[src/rtl/banco_registradores_param_if.sv]
// Bus bundle for banco_registradores_param: two write ports, two read ports.
// master drives writes and read addresses; slave is the register bank.
interface banco_registradores_param_if #(
  parameter int DATA_W = 32,
  parameter int ADDR_W = 5
);
  logic              RegWrite;
  logic [ADDR_W-1:0] rd;
  logic [DATA_W-1:0] dado_escrita;
  logic              RegWrite2;
  logic [ADDR_W-1:0] rd2;
  logic [DATA_W-1:0] dado_escrita2;
  logic [ADDR_W-1:0] rs;
  logic [ADDR_W-1:0] rt;
  logic [DATA_W-1:0] dado1;
  logic [DATA_W-1:0] dado2;
  logic              valido1;
  logic              valido2;

  modport master (
    output RegWrite, rd, dado_escrita,
    output RegWrite2, rd2, dado_escrita2,
    output rs, rt,
    input  dado1, dado2, valido1, valido2
  );

  modport slave (
    input  RegWrite, rd, dado_escrita,
    input  RegWrite2, rd2, dado_escrita2,
    input  rs, rt,
    output dado1, dado2, valido1, valido2
  );
endinterface

[src/rtl/banco_registradores_param.sv]
// Dual-write, dual-read register bank with per-register valid bits.
// Optional BANCO_BYPASS_EN forwards same-edge writes to the read ports.
module banco_registradores_param #(
  parameter int DATA_W   = 32,
  parameter int ADDR_W   = 5,
  parameter int ZERO_REG = 1
) (
  input logic clock,
  input logic reset_n,
  banco_registradores_param_if.slave bus
);

  localparam int DEPTH = 2 ** ADDR_W;
  localparam bit ZR    = (ZERO_REG != 0);

  logic [DATA_W-1:0] mem [DEPTH];
  logic [DEPTH-1:0]  vld;

  logic w1_en;
  logic w2_en;

  // Port 1 wins a same-address collision, so port 2 drops out.
  assign w1_en = bus.RegWrite
               && !(ZR && bus.rd == '0);
  assign w2_en = bus.RegWrite2
               && !(ZR && bus.rd2 == '0)
               && !(w1_en && bus.rd2 == bus.rd);

  always_ff @(posedge clock or negedge reset_n) begin
    if (!reset_n) begin
      for (int i = 0; i < DEPTH; i++) begin
        mem[i] <= '0;
      end
      vld <= '0;
    end else begin
      if (w2_en) begin
        mem[bus.rd2] <= bus.dado_escrita2;
        vld[bus.rd2] <= 1'b1;
      end
      if (w1_en) begin
        mem[bus.rd] <= bus.dado_escrita;
        vld[bus.rd] <= 1'b1;
      end
    end
  end

  logic [ADDR_W-1:0] ra   [2];
  logic [DATA_W-1:0] rdat [2];
  logic              rv   [2];

  assign ra[0] = bus.rs;
  assign ra[1] = bus.rt;

  always_comb begin
    for (int p = 0; p < 2; p++) begin
      rdat[p] = mem[ra[p]];
      rv[p]   = vld[ra[p]];
      if (ZR && ra[p] == '0) begin
        rdat[p] = '0;
        rv[p]   = 1'b1;
      end
`ifdef BANCO_BYPASS_EN
      else if (w1_en && ra[p] == bus.rd) begin
        rdat[p] = bus.dado_escrita;
        rv[p]   = 1'b1;
      end else if (w2_en && ra[p] == bus.rd2) begin
        rdat[p] = bus.dado_escrita2;
        rv[p]   = 1'b1;
      end
`endif
    end
  end

  always_ff @(posedge clock or negedge reset_n) begin
    if (!reset_n) begin
      bus.dado1   <= '0;
      bus.dado2   <= '0;
      bus.valido1 <= 1'b0;
      bus.valido2 <= 1'b0;
    end else begin
      bus.dado1   <= rdat[0];
      bus.dado2   <= rdat[1];
      bus.valido1 <= rv[0];
      bus.valido2 <= rv[1];
    end
  end

endmodule
[src/flat_wrapper.sv]
// flat-port wrapper written by rule: the top's interface ports become plain ports
module banco_registradores_param_flat 
#(
  parameter int DATA_W   = 32,
  parameter int ADDR_W   = 5,
  parameter int ZERO_REG = 1
)
  (clock, reset_n, bus_RegWrite, bus_rd, bus_dado_escrita, bus_RegWrite2, bus_rd2, bus_dado_escrita2, bus_rs, bus_rt, bus_dado1, bus_dado2, bus_valido1, bus_valido2);
  banco_registradores_param_if #(.DATA_W(DATA_W), .ADDR_W(ADDR_W)) bus_i ();
  input logic clock;
  input logic reset_n;
  input wire logic [$bits(bus_i.RegWrite)-1:0] bus_RegWrite;
  input wire logic [$bits(bus_i.rd)-1:0] bus_rd;
  input wire logic [$bits(bus_i.dado_escrita)-1:0] bus_dado_escrita;
  input wire logic [$bits(bus_i.RegWrite2)-1:0] bus_RegWrite2;
  input wire logic [$bits(bus_i.rd2)-1:0] bus_rd2;
  input wire logic [$bits(bus_i.dado_escrita2)-1:0] bus_dado_escrita2;
  input wire logic [$bits(bus_i.rs)-1:0] bus_rs;
  input wire logic [$bits(bus_i.rt)-1:0] bus_rt;
  output wire logic [$bits(bus_i.dado1)-1:0] bus_dado1;
  output wire logic [$bits(bus_i.dado2)-1:0] bus_dado2;
  output wire logic [$bits(bus_i.valido1)-1:0] bus_valido1;
  output wire logic [$bits(bus_i.valido2)-1:0] bus_valido2;
  assign bus_i.RegWrite = bus_RegWrite;
  assign bus_i.rd = bus_rd;
  assign bus_i.dado_escrita = bus_dado_escrita;
  assign bus_i.RegWrite2 = bus_RegWrite2;
  assign bus_i.rd2 = bus_rd2;
  assign bus_i.dado_escrita2 = bus_dado_escrita2;
  assign bus_i.rs = bus_rs;
  assign bus_i.rt = bus_rt;
  assign bus_dado1 = bus_i.dado1;
  assign bus_dado2 = bus_i.dado2;
  assign bus_valido1 = bus_i.valido1;
  assign bus_valido2 = bus_i.valido2;
  banco_registradores_param #(.DATA_W(DATA_W), .ADDR_W(ADDR_W), .ZERO_REG(ZERO_REG)) u_core (.clock(clock), .reset_n(reset_n), .bus(bus_i));
endmodule
[config.mk]
export PLATFORM = sky130hd
export DESIGN_NAME = banco_registradores_param_flat
export DESIGN_NICKNAME = d
export VERILOG_FILES = /design/src/rtl/banco_registradores_param_if.sv /design/src/rtl/banco_registradores_param.sv /design/src/flat_wrapper.sv
export SDC_FILE = /design/constraint.sdc
export NUM_CORES = 2
export LEC_CHECK = 0
export BUFFER_PORTS_ARGS = -buffer_cell sky130_fd_sc_hd__buf_2
export CAP_MARGIN = 20
export CORE_ASPECT_RATIO = 1.75
export CORE_UTILIZATION = 25
export DETAILED_ROUTE_END_ITERATION = 6
export MAX_ROUTING_LAYER = met4
export PLACE_DENSITY = 0.49
export SYNTH_ARGS = -nofsm -noshare
export SYNTH_HDL_FRONTEND = slang
export SYNTH_SLANG_ARGS = --single-unit
[constraint.sdc]
create_clock -name clock -period 1.88 [get_ports clock]
set_input_delay 0.376 -clock clock [delete_from_list [all_inputs] [get_ports clock]]
set_output_delay 0.376 -clock clock [all_outputs]
set_load 0.02 [all_outputs]
# After elaboration in Yosys (flattened, before gate mapping)

Index checks and enable logic that the tools add are counted.

Register bits: 1,122
Input port bits: 88
Output and inout bits: 66
Logic and storage cells: 99

$lt $le $gt $ge: 12
Equal/unequal tests: 1
Muxes and demuxes: 28
Bitwise operators: 6
Reductions and logical operators: 15

Operators by type and width:

| kind                 | count |
|---|---|
| $bwmux W1024         | 2 |
| $mux W1024           | 2 |
| $bmux W32 S5         | 2 |
| $demux W32 S5        | 2 |
| $mux W32             | 10 |
| $or A32 B32 Y32      | 2 |
| $ge A6 B6 Y1 const B | 4 |
| $lt A5 B6 Y1 const B | 4 |
| $not A5 Y6           | 4 |
| $logic_not A5 Y1     | 4 |
| $lt A6 B1 Y1 const B | 2 |
| $bmux W1 S5          | 2 |
| $demux W1 S5         | 2 |
| $ge A5 B1 Y1 const B | 2 |
| $logic_and A1 B1 Y1  | 8 |
| $mux W1              | 6 |
| $eq A5 B5 Y1         | 1 |
| $logic_not A1 Y1     | 3 |

# Logic depth before layout (Yosys ltp)

Word-level depth: 9
Gate-level depth with buffers: 9
Depth with buffers taken out: 5

# Least setup slack after synthesis

OpenSTA, ideal clock, no wires.

Kind: input-to-reg
Start point: in bus_rs[1]
End point: reg u_core.bus.dado1[13]
Setup time: 0.141 ns
Arrival time: 2.173 ns
Data required time: 1.739 ns
Slack: -0.435 ns
Stages on the path: 8
Buffers on the path: 4
Cell sequence: clkbuf_1 clkbuf_1 buf_2 clkbuf_1 mux4_2 mux2_2 o21ai_0 a31oi_1

RTL lines:

| element              | line                               | source |
|---|---|---|
| start, declared      | flat_wrapper.sv:18                 | `input wire logic [$bits(bus_i.rs)-1:0] bus_rs;` |
| end signal, assigned | banco_registradores_param.sv:81    | `bus.dado1 <= rdat[0];` |
| end, declared        | banco_registradores_param_if.sv:31 | `output dado1, dado2, valido1, valido2` |

==> impl_metrics.tcl <==
set metrics [dict create \
    routedWlPerCell_um 36.6 \
    critPathMaxFanout 3 \
    placed_cells 10089 \
    synth_edf_count 0 \
    status "finished with violations" \
    peakVddDrop_mv 0.749 \
    clk_path_buf_depth 3 \
    final_cells 10319 \
    power_density_nw_per_um2 1020 \
    setup_violations 6 \
    core_area_sq_um 257000 \
    hold_slack_ps 160 \
    io_buffers 153 \
    drt-vias-per-instance 6.11 \
    cts_tree "built" \
    cts_made_buffers 107 \
    max_stage_delay_ps 470 \
    first_iter_violations 8276 \
    num-nets-final 6938 \
    num_io_pins 154 \
    finalMaxSlewViolations 0 \
    drc 2 \
    crit_type "reg -> reg" \
    worst_pin_slew_ps 1100 \
    p_total_mw 84.9 \
    clk_pin_slew_ps 80 \
    fin_crit_sh 1.01 \
    yosys-top-cells-count "nor2_1, dfrtp_1, a21oi_1" \
    die_w_um 387 \
    place.detailed.hpwl_mm 259 \
    vias 63032 \
    cp-start-kind "flip-flop" \
    start_util 0.252 \
    p_clk_frac 0.283 \
    crit_arrival_ps 2450 \
    syn_avg_cell_area_sq_um 10.2 \
    finalHoldViolations 0 \
    synth_cells 6371 \
    synth_area_leaders "dfrtp_1, mux4_2, a22oi_1" \
    yosysMostFrequentCell "nor2_1" \
    antenna_found_initial 43 \
    worstPathRequired_ps 2420 \
    ys_types 41 \
    cp.buffers_inverters 0 \
    min_period_ps 1900 \
    fin_area_sq_um 83200 \
    worstPathCellList "mux4_2, mux2_2, o221ai_1, a31oi_1" \
    intPower_mw 57.0 \
    fin_ws_ps -21.3 \
    rsz0062_at_grt "yes" \
    fmaxAchievable_mhz 526 \
    drive_gt1_frac 0.294 \
    worstSkewPairLatency_ps 780 \
    place_congestion 0.970 \
    die_h_um 675 \
    grt_pass1_wl_mm 516 \
    p_seq_frac 0.427 \
    ant_nets 0 \
    area_delta_synth_final_pct 28.4 \
    netlist.area_leader.share 0.433 \
    switching_share 0.329 \
    crit_slowest_cell "mux4_2" \
    numClockSinks 1122 \
    cap_violations 0 \
    final_util 0.324 \
    syn-cell-area_sq_um 64800 \
    synthFlopType "dfrtp_1" \
    ys_async_sr_fraction 1.00 \
    clockRootBuffer "clkbuf_16" \
    synth_top_cell_by_area "dfrtp_1" \
    drt_wl_total_mm 378 \
    grt_overflow 0 \
    hold_class "in -> async" \
    pwr-share-comb 0.290 \
    slew_headroom 0.267 \
    violations "DRC, setup timing" \
    setup_tns_ps -55.6 \
    end_kind "flip-flop" \
    dieArea_sq_um 261000 \
    ys_seq_area_frac 0.433 \
    cts_htree_levels 3 \
    grt_max_degree 52 \
    dp_slack_ps -1030 \
    cp_top_family "multiplexers" \
    firstDrtPassIters 7 \
    finalClockSkew_ps 33.4 \
    syn-num-nets 6459 \
    rows 246 \
    grt_pass1_vias 61943 \
    globalRouteTotalUtil 0.290 \
    dpl_cell_area_sq_um 79100 \
    yosys_warnings 0 \
    switchingPower_mw 27.9 \
    ys_ff_latch 1122 \
    leakage_nw 35.9 \
]
-- power groups by stage --
stage	clock [mW]	combinational, mW	sequential [mW]
detailed placement	0	24.2	36.2
global placement	0	23.7	36.0
CTS	24.2	24.5	35.9
global route	25.0	26.3	36.7
finish	24.0	24.6	36.3
floorplan	0	15.7	34.3
-- final cells by class --
| class | instances | area, sq um |
|---|---|---|
| diodes | 40 | 100 |
| clock buffers | 155 | 3120 |
| clock inverters | 35 | 547 |
| fillers | 25801 | 174000 |
| inverters | 3 | 13.8 |
| multi-input cells | 4465 | 34500 |
| flip-flops and latches | 1122 | 28100 |
| well taps | 3348 | 4190 |
| repair buffers | 1151 | 12600 |
-- routing by layer --
metal  vias up  track usage  part of all wire
met2      4623        0.461              0.47
met4         0        0.225             0.087
li1      24977            -                 -
met5         -            -                 0
met1     31921        0.315              0.35
met3      1511       0.0666             0.093
-- cell families (layout without fill, tap and decap cells) --
family	after synthesis	in the layout	share of synthesized area
xor gates and xnor gates	5	5	0.000676
AOI/OAI and AO/OA	2314	2314	0.226
other	0	40	0
and+or+nand+nor	1453	1453	0.0879
buffers and inverters	784	1344	0.0484
muxes	693	693	0.204
DFF	1122	1122	0.433
-- layout by cell type (no fill, tap or decap), drive strengths merged, types with 4 or more instances in the layout --
| cell type | n |
|---|---|
| nand3b | 37 |
| nand2b | 9 |
| nor2b | 7 |
| inv | 9 |
| diode | 40 |
| or2 | 5 |
| o2111ai | 9 |
| a211oi | 6 |
| a21oi | 1049 |
| or3b | 4 |
| mux2 | 74 |
| xnor2 | 5 |
| clkinv | 15 |
| o221ai | 32 |
| buf | 1150 |
| dfrtp | 1122 |
| nand2 | 190 |
| a221oi | 49 |
| nor2 | 1190 |
| a31oi | 40 |
| clkbuf | 155 |
| a22oi | 1034 |
| o21ai | 88 |
| mux4 | 494 |
| bufinv | 11 |
| mux2i | 125 |
-- timing repair --
action | in CTS | in global routing
hold endpoints to repair | 283 | 0
pin swaps | 0 | 5
setup buffers | 0 | 1
resized for setup | 83 | 21
gates cloned | 0 | 0
hold buffers | 1 | 0
endpoints found under the setup margin | 42 | 78
-- flip-flops by register name, indices dropped and copies added (netlist names) --
name,flops
u_core.vld,32
u_core.bus.valido2,1
u_core.bus.valido1,1
u_core.mem,1024
u_core.bus.dado2,32
u_core.bus.dado1,32
-- worst paths after layout --
| check | from | endpoint | slack [ps] | depth (start not counted) |
|---|---|---|---|---|
| setup / recovery | u_core.mem[662] | u_core.bus.dado2[22] | -20 | 4 |
| max in group asynchronous | reset_n | u_core.mem[454] | 760 | 4 |
| hold reg to reg | u_core.mem[996] | u_core.mem[996] | 400 | 0 |
| min in group clock | bus_dado_escrita[18] | u_core.mem[498] | 170 | 3 |
| setup reg to reg | u_core.mem[662] | u_core.bus.dado2[22] | -20 | 4 |
| hold / removal | reset_n | u_core.mem[75] | 160 | 2 |
Power figures use the tool's default switching activity.
